File: src/rtl/seq_mul.sv
// seq_mul: multi-cycle shift-add multiplier for the MULT/MULTU path.
//
// An operation takes WIDTH+2 cycles from accepted start to the next accepted
// start. The multiplier first converts both operands to unsigned magnitudes.
// It then runs WIDTH shift-add iterations. Finally it negates the product if
// the operand signs differed.
//
// Ports:
//   clk        clock, all state updates on the rising edge
//   rst        synchronous active-high reset
//   start      request, sampled only while idle
//   sign_flag  1 = signed (two's complement), 0 = unsigned; sampled with start
//   A, B       multiplicand / multiplier; sampled with start
//   busy       high while an operation is in progress
//   done       one-cycle pulse; HI/LO valid from this cycle
//   HI, LO     upper / lower WIDTH bits of the 2*WIDTH-bit product
module seq_mul #(
  parameter int WIDTH = 32
) (
  input  logic             clk,
  input  logic             rst,
  input  logic             start,
  input  logic             sign_flag,
  input  logic [WIDTH-1:0] A,
  input  logic [WIDTH-1:0] B,
  output logic             busy,
  output logic             done,
  output logic [WIDTH-1:0] HI,
  output logic [WIDTH-1:0] LO
);

  localparam int CW = $clog2(WIDTH);

  typedef enum logic [1:0] {
    ST_IDLE,
    ST_CALC,
    ST_FIX
  } state_e;

  state_e             state_q, state_d;
  logic               sign_q, sign_d;
  logic               msb_diff_q, msb_diff_d;    // operand MSBs differ
  logic [WIDTH-1:0]   mcand_q, mcand_d;          // |A|
  logic [WIDTH-1:0]   mplier_q, mplier_d;        // |B|, consumed LSB first
  logic [2*WIDTH:0]   acc_q, acc_d;              // one spare bit for the add carry
  logic [CW-1:0]      cnt_q, cnt_d;
  logic [WIDTH-1:0]   hi_q, hi_d;
  logic [WIDTH-1:0]   lo_q, lo_d;
  logic               busy_q, busy_d;
  logic               done_q, done_d;

  logic [WIDTH:0]     upper_sum;
  logic [2*WIDTH:0]   acc_sum;
  logic [2*WIDTH-1:0] result;

  // The magnitude of the most negative value, 2^(WIDTH-1), still fits in an
  // unsigned WIDTH-bit register, so negation never overflows here.
  function automatic logic [WIDTH-1:0] magnitude(input logic is_signed,
                                                 input logic [WIDTH-1:0] v);
    return (is_signed && v[WIDTH-1]) ? -v : v;
  endfunction

  always_comb begin
    // NOTE: every signal written here gets a default first, so no path can
    // leave one unassigned and infer a latch.
    state_d    = state_q;
    sign_d     = sign_q;
    msb_diff_d = msb_diff_q;
    mcand_d    = mcand_q;
    mplier_d   = mplier_q;
    acc_d      = acc_q;
    cnt_d      = cnt_q;
    hi_d       = hi_q;
    lo_d       = lo_q;
    done_d     = 1'b0;
    upper_sum  = '0;
    acc_sum    = '0;
    result     = '0;

    case (state_q)
      ST_IDLE: begin
        if (start) begin
          sign_d     = sign_flag;
          msb_diff_d = A[WIDTH-1] ^ B[WIDTH-1];
          mcand_d    = magnitude(sign_flag, A);
          mplier_d   = magnitude(sign_flag, B);
          acc_d      = '0;
          cnt_d      = '0;
          state_d    = ST_CALC;
        end
      end

      ST_CALC: begin
        // Add into the upper half, then shift the whole accumulator right.
        // After WIDTH iterations the product is in acc[2*WIDTH-1:0].
        upper_sum = acc_q[2*WIDTH:WIDTH] + (mplier_q[0] ? {1'b0, mcand_q} : '0);
        acc_sum   = {upper_sum, acc_q[WIDTH-1:0]};
        acc_d     = {1'b0, acc_sum[2*WIDTH:1]};
        mplier_d  = mplier_q >> 1;
        cnt_d     = cnt_q + CW'(1);
        if (cnt_q == CW'(WIDTH - 1)) begin
          state_d = ST_FIX;
        end
      end

      ST_FIX: begin
        result  = (sign_q && msb_diff_q) ? -acc_q[2*WIDTH-1:0] : acc_q[2*WIDTH-1:0];
        hi_d    = result[2*WIDTH-1:WIDTH];
        lo_d    = result[WIDTH-1:0];
        done_d  = 1'b1;
        state_d = ST_IDLE;
      end

      default: state_d = ST_IDLE;
    endcase

    // busy is registered from the next state, so it drops in the done cycle.
    busy_d = (state_d != ST_IDLE);
  end

  always_ff @(posedge clk) begin
    if (rst) begin
      state_q    <= ST_IDLE;
      sign_q     <= 1'b0;
      msb_diff_q <= 1'b0;
      mcand_q    <= '0;
      mplier_q   <= '0;
      acc_q      <= '0;
      cnt_q      <= '0;
      hi_q       <= '0;
      lo_q       <= '0;
      busy_q     <= 1'b0;
      done_q     <= 1'b0;
    end else begin
      // NOTE: non-blocking assignments make all registers update together
      // from the values computed before this edge.
      state_q    <= state_d;
      sign_q     <= sign_d;
      msb_diff_q <= msb_diff_d;
      mcand_q    <= mcand_d;
      mplier_q   <= mplier_d;
      acc_q      <= acc_d;
      cnt_q      <= cnt_d;
      hi_q       <= hi_d;
      lo_q       <= lo_d;
      busy_q     <= busy_d;
      done_q     <= done_d;
    end
  end

  assign busy = busy_q;
  assign done = done_q;
  assign HI   = hi_q;
  assign LO   = lo_q;

endmodule

File: config.mk
export PLATFORM = sky130hd
export DESIGN_NAME = seq_mul
export DESIGN_NICKNAME = d
export VERILOG_FILES = /design/src/rtl/seq_mul.sv
export SDC_FILE = /design/constraint.sdc
export NUM_CORES = 1
export LEC_CHECK = 0
export BUFFER_PORTS_ARGS = -buffer_cell sky130_fd_sc_hd__buf_4
export CORE_AREA = 2 2 163 165
export DETAILED_ROUTE_END_ITERATION = 10
export DIE_AREA = 0 0 165 167
export GPL_TIMING_DRIVEN = 0
export HOLD_SLACK_MARGIN = 0.06
export PLACE_DENSITY = 0.74
export RECOVER_POWER = 100
export SLEW_MARGIN = 20
export SYNTH_ARGS = -nofsm -noshare
export SYNTH_HDL_FRONTEND = slang
export SYNTH_SLANG_ARGS = --single-unit
File: constraint.sdc
create_clock -name clk -period 8.77 [get_ports clk]
set_clock_uncertainty 0.15 [all_clocks]
set_input_delay 1.754 -clock clk [delete_from_list [all_inputs] [get_ports clk]]
set_output_delay 1.754 -clock clk [all_outputs]
set_load 0.005 [all_outputs]
After elaboration in Yosys (flattened, before gate mapping)
Cells that the tools add are included.
Widths: inputs -> output; s select.
- flip-flop bits (word level): 204
- bits in latches: 0
- memory bits (writable): 0
- bits in read-only memories: 0
- input port bits: 68
- output and inout port bits: 66
- word-level logic and storage cells: 43
- memories: 0
- $add $sub $neg: 5
- multipliers: 0
- div/mod/pow operators: 0
- order comparisons: 0
- eq/ne operators: 4
- shift operators: 0
- multiplexer cells: 14
- bitwise gates (word level): 1
- reduce and logical (&&, ||, !) cells: 8
- operator list (operator ; number):
    $pmux 65 s2 ; 1
    $mux 32 ; 4
    $mux 65 ; 1
    $mux 64 ; 1
    $neg 32->32 ; 2
    $neg 64->64 ; 1
    $pmux 32 s2 ; 1
    $add 33x32->33 ; 1
    $pmux 5 s2 ; 1
    $add 5x1->5 const B ; 1
    $eq 5x5->1 const B ; 1
    $mux 5 ; 1
    $mux 2 ; 2
    $pmux 2 s2 ; 1
    $reduce_and 2->1 ; 2
    $reduce_bool 2->1 ; 2
    $logic_and 1x1->1 ; 3
    $eq 2x1->1 const B ; 1
    $eq 2x2->1 const B ; 1
    $logic_not 2->1 ; 1
    $ne 2x2->1 const B ; 1
    $mux 1 ; 1
    $xor 1x1->1 ; 1

Logic depth before layout (Yosys ltp)
- word-level depth: 4
- mapped depth: 14
- gate-level depth less buffers: 13

Worst setup path after synthesis
Ideal clock, no wire load.
- kind: input-to-reg
- from: in A[4]
- to: reg mcand_q[28]
- arrival: 4.089 ns
- required time: 8.534 ns
- path slack: 4.445 ns
- stages: 9
- cells stage by stage: or4_1 > nor3_1 > nand2_1 > nor4_1 > nand2_1 > nor4_1 > a21oi_1 > xnor2_1 > a211oi_1
- word-level cells in the longest chain between the ends: 2
- RTL lines (element ; RTL line ; text):
    start: declaration ; 24 ; input logic [WIDTH-1:0] A,
    $neg 32->32 ; 60 ; return (is_signed && v[WIDTH-1]) ? -v : v;
    $mux 32 ; 60 ;
    end signal: assignment ; 140 ; mcand_q <= mcand_d;
    end: declaration ; 43 ; logic [WIDTH-1:0] mcand_q, mcand_d;
No other way between the ends.
A chain may end at the register's enable or synchronous reset.

Worst setup path after layout
Ends and elaborated chain as after synthesis.

==> results.md <==
* CP arrival at 4770 ps
* Crit-path cells: clkbuf_1, or4_1, nor3_1, nand2_1, nor4_1, nand2_1, nor4_1, a21oi_1, xnor2_1, a211oi_1
* Pre-Repair DR Iteration Count at 9
* Placed instance count at 1,870
* Die Width at 165 µm
* Seq cells post-synth at 203
* Hpwl dp at 24,500 µm
* Total power at 2.16 mW
* Post-synth cell types at 65
* CTS Buffer Depth at 3
* Crit path max fanout at 5
* Worst slew pin tran at 1370 ps
* GRT overflow at 0
* Ys async rst share at 0%
* Seq/Total Area, Yosys at 35.6%
* ANT cells at 0
* VDD IR max at 138 µV
* Clock sink count at 203
* Max Cap Viol at 0
* Num rows at 59
* Max-slew violations at 0
* CP delay by family, top: simple AND/OR/NAND/NOR gates
* Min-delay worst type: reg2reg
* Routed length per instance at 16.7 µm
* Post-CTS Setup Repair Bufs at 0
* Iteration-0 DRC Markers at 855
* Worst path bufs/invs at 1
* Final worst-path cycle share at 51.3%
* Post-synth EDFFs at 0
* Vias at 10,900
* Wire length of the first global-routing pass at 51,700 µm
* Final cell area excluding filler cells at 13,400 µm²
* Critical path's largest stage delay at 620 ps
* RSZ-0062 raised after global routing: false
* Hold_ws at 300 ps
* DIE HEIGHT at 167 µm
* Slowest-stage cell, CP: nor4_1
* Area of the multi-input gates at 6820 µm²
* DRT antenna net count at 0
* RD Place Congestion at 0.913
* DIE AREA at 27,600 µm²
* Post-Syn Nets at 1,509
* Area occupied by registers at 4060 µm²
* Cts repair resizes at 0
* Cells after synthesis at 1,403
* Status: completed
* Final Hold Viols at 0
* Most used flip-flop cell after synthesis: dfxtp_1
* Critical path class: in2reg
* Largest net degree at the start of global routing at 14
* Filler cell count at 2,446
* CTS root buf: clkbuf_16
* Layout cell share with drive strength beyond 1 at 10.4%
* Req. time, crit path at 9040 ps
* Crit. End Element: register
* Yosys warnings at 0
* Hold-fix buffers, CTS at 0
* CTS Buf Count at 22
* Leak at 5.15 nW
* Total track usage at 22.7%
* Worst Setup Start Kind: input port
* Vias per cell at 5.69
* Area Overhead vs Synth at 17.7%
* CTS tree: built
* Final Non-Filler Cells at 1,908
* CTS H-tree lvls at 1
* DRC errors left at 0
* Worst-path clk slew at 60 ps
* PwrDens at 161 nW/µm²
* Initial core utilization at 44.3%
* Slew headroom at 7.62%
* Final WL at 31,900 µm
* Final Critical Period at 4500 ps
* Final setup TNS at 0 ps
* Synthesized area per cell at 8.13 µm²
* Initial antenna violation count at 0
* Fmax at 0.222 GHz
* Port Buffer Count at 132
* Via count of the first global-routing pass at 10,300
* Post-Syn Area at 11,400 µm²
* Final setup vio count at 0
* Io pins at 134
* Final #Nets at 1,665
* Worst-Skew Late Latency at 530 ps
* CORE AREA at 25,800 µm²
* Post-Place Cell Area at 12,800 µm²
==> per-stage QoR <==
| stage | setup WS [ps] | util, % |
|---|---|---|
| 6_report | 4270 | 52.1 |
| 2_1_floorplan | 4450 | - |
| 5_1_grt | 3890 | 52.1 |
| 3_5_place_dp | 3810 | 49.7 |
| 4_1_cts | 4320 | 52.6 |
| 3_3_place_gp | 3870 | 49.7 |
==> power breakdown <==
| part | total, mW | switching (mW) | internal [mW] |
|---|---|---|---|
| Sequential | 0.967 | 0.0176 | 0.949 |
| Combinational | 0.240 | 0.149 | 0.0906 |
| Clock | 0.950 | 0.386 | 0.564 |
==> final timing paths <==
check / start / endpoint / slack [ps] / cells after the start
worst max-delay path: A[4] / mcand_q[28] / 4270 / 10
worst min-delay path: HI[28] / HI[28] / 300 / 2
worst max register to register: acc_q[17] / HI[22] / 4570 / 9
worst min register to register: HI[28] / HI[28] / 300 / 2
==> area by class of cell <==
type	count	area share (%)
multi-input combinational	1082	50.8
sequential	203	30.3
timing repair buffer	132	6.91
clock buffer	30	4.70
tap	335	3.12
buffer	95	2.67
clock inverter	8	0.830
inverter	23	0.643
==> state kept, by name, indices dropped and copies added (netlist names) <==
register,flops
LO,32
state_q,2
acc_q,64
HI,32
mcand_q,32
msb_diff_q,1
done,1
cnt_q,5
busy,1
sign_q,1
mplier_q,32
==> per-layer routing <==
metal	vias to the layer above	share of wire, %	GRT usage [%]
li1	5408	-	-
met1	5045	46	31.9
met2	343	46	36.6
met3	55	5.7	2.74
met4	0	2.2	6.35
met5	-	0	0
==> worst min-delay path: stages (launching register included) <==
cell and delay, ps:
dfxtp_1 310, nand2_1 50, a21oi_1 50
==> cells in the mapped netlist (3+ instances only) <==
cell type | n | area share [%]
a31o_2 | 4 | 0.31
nand2_1 | 90 | 3.0
a31oi_1 | 13 | 0.71
nand3_1 | 14 | 0.61
o211ai_1 | 3 | 0.20
inv_1 | 23 | 0.76
nand3b_1 | 4 | 0.26
and3_1 | 7 | 0.38
dfxtp_1 | 203 | 36
a21o_1 | 20 | 1.3
or2_2 | 3 | 0.16
or3_1 | 15 | 0.82
xor2_1 | 72 | 5.5
a21oi_1 | 77 | 3.4
and2_1 | 37 | 2.0
o21a_1 | 4 | 0.26
a311oi_1 | 11 | 0.85
nand2b_1 | 19 | 1.0
a41oi_1 | 3 | 0.23
a211oi_1 | 82 | 5.4
o31ai_1 | 20 | 1.3
o21bai_1 | 3 | 0.20
a22oi_1 | 43 | 2.8
nand4_1 | 7 | 0.38
xnor2_1 | 63 | 4.8
a222oi_1 | 28 | 2.5
clkbuf_1 | 86 | 2.8
nor2b_1 | 11 | 0.60
o21ai_0 | 69 | 3.0
nor2_1 | 224 | 7.4
nor4_1 | 18 | 0.99
nor3_1 | 29 | 1.3
or4_1 | 9 | 0.59
ha_1 | 37 | 4.1
o41ai_1 | 6 | 0.46
buf_1 | 7 | 0.23
==> cell usage in the layout (no fill, tap or decap), types with 9 or more instances in the layout <==
cell type | netlist | final
nor2_1 | 224 | 225
dfxtp_1 | 203 | 203
clkbuf_1 | 86 | 110
nand2_1 | 90 | 90
a211oi_1 | 82 | 82
a21oi_1 | 77 | 77
xor2_1 | 72 | 72
o21ai_0 | 69 | 69
xnor2_1 | 63 | 63
buf_4 | 0 | 60
clkbuf_4 | 0 | 55
a22oi_1 | 43 | 43
ha_1 | 37 | 37
and2_1 | 37 | 35
nor3_1 | 29 | 30
a222oi_1 | 28 | 28
inv_1 | 23 | 23
clkbuf_16 | 0 | 22
o31ai_1 | 20 | 21
nor4_1 | 18 | 20
a21o_1 | 20 | 20
nand2b_1 | 19 | 19
or3_1 | 15 | 16
nand3_1 | 14 | 14
a31oi_1 | 13 | 13
nor2b_1 | 11 | 11
a311oi_1 | 11 | 11
or4_1 | 9 | 9
==> cells by family (layout without fill, tap and decap cells) <==
logic type | after synthesis | after routing | share of synthesized area [%]
compound gates | 403 | 403 | 24.6
buf+inv | 118 | 288 | 3.91
fa+ha+maj | 38 | 38 | 4.24
flops | 203 | 203 | 35.6
mux | 4 | 4 | 0.373
xor+xnor | 135 | 135 | 10.4
simple gates | 502 | 502 | 20.9
Power figures use the tool's default switching activity.
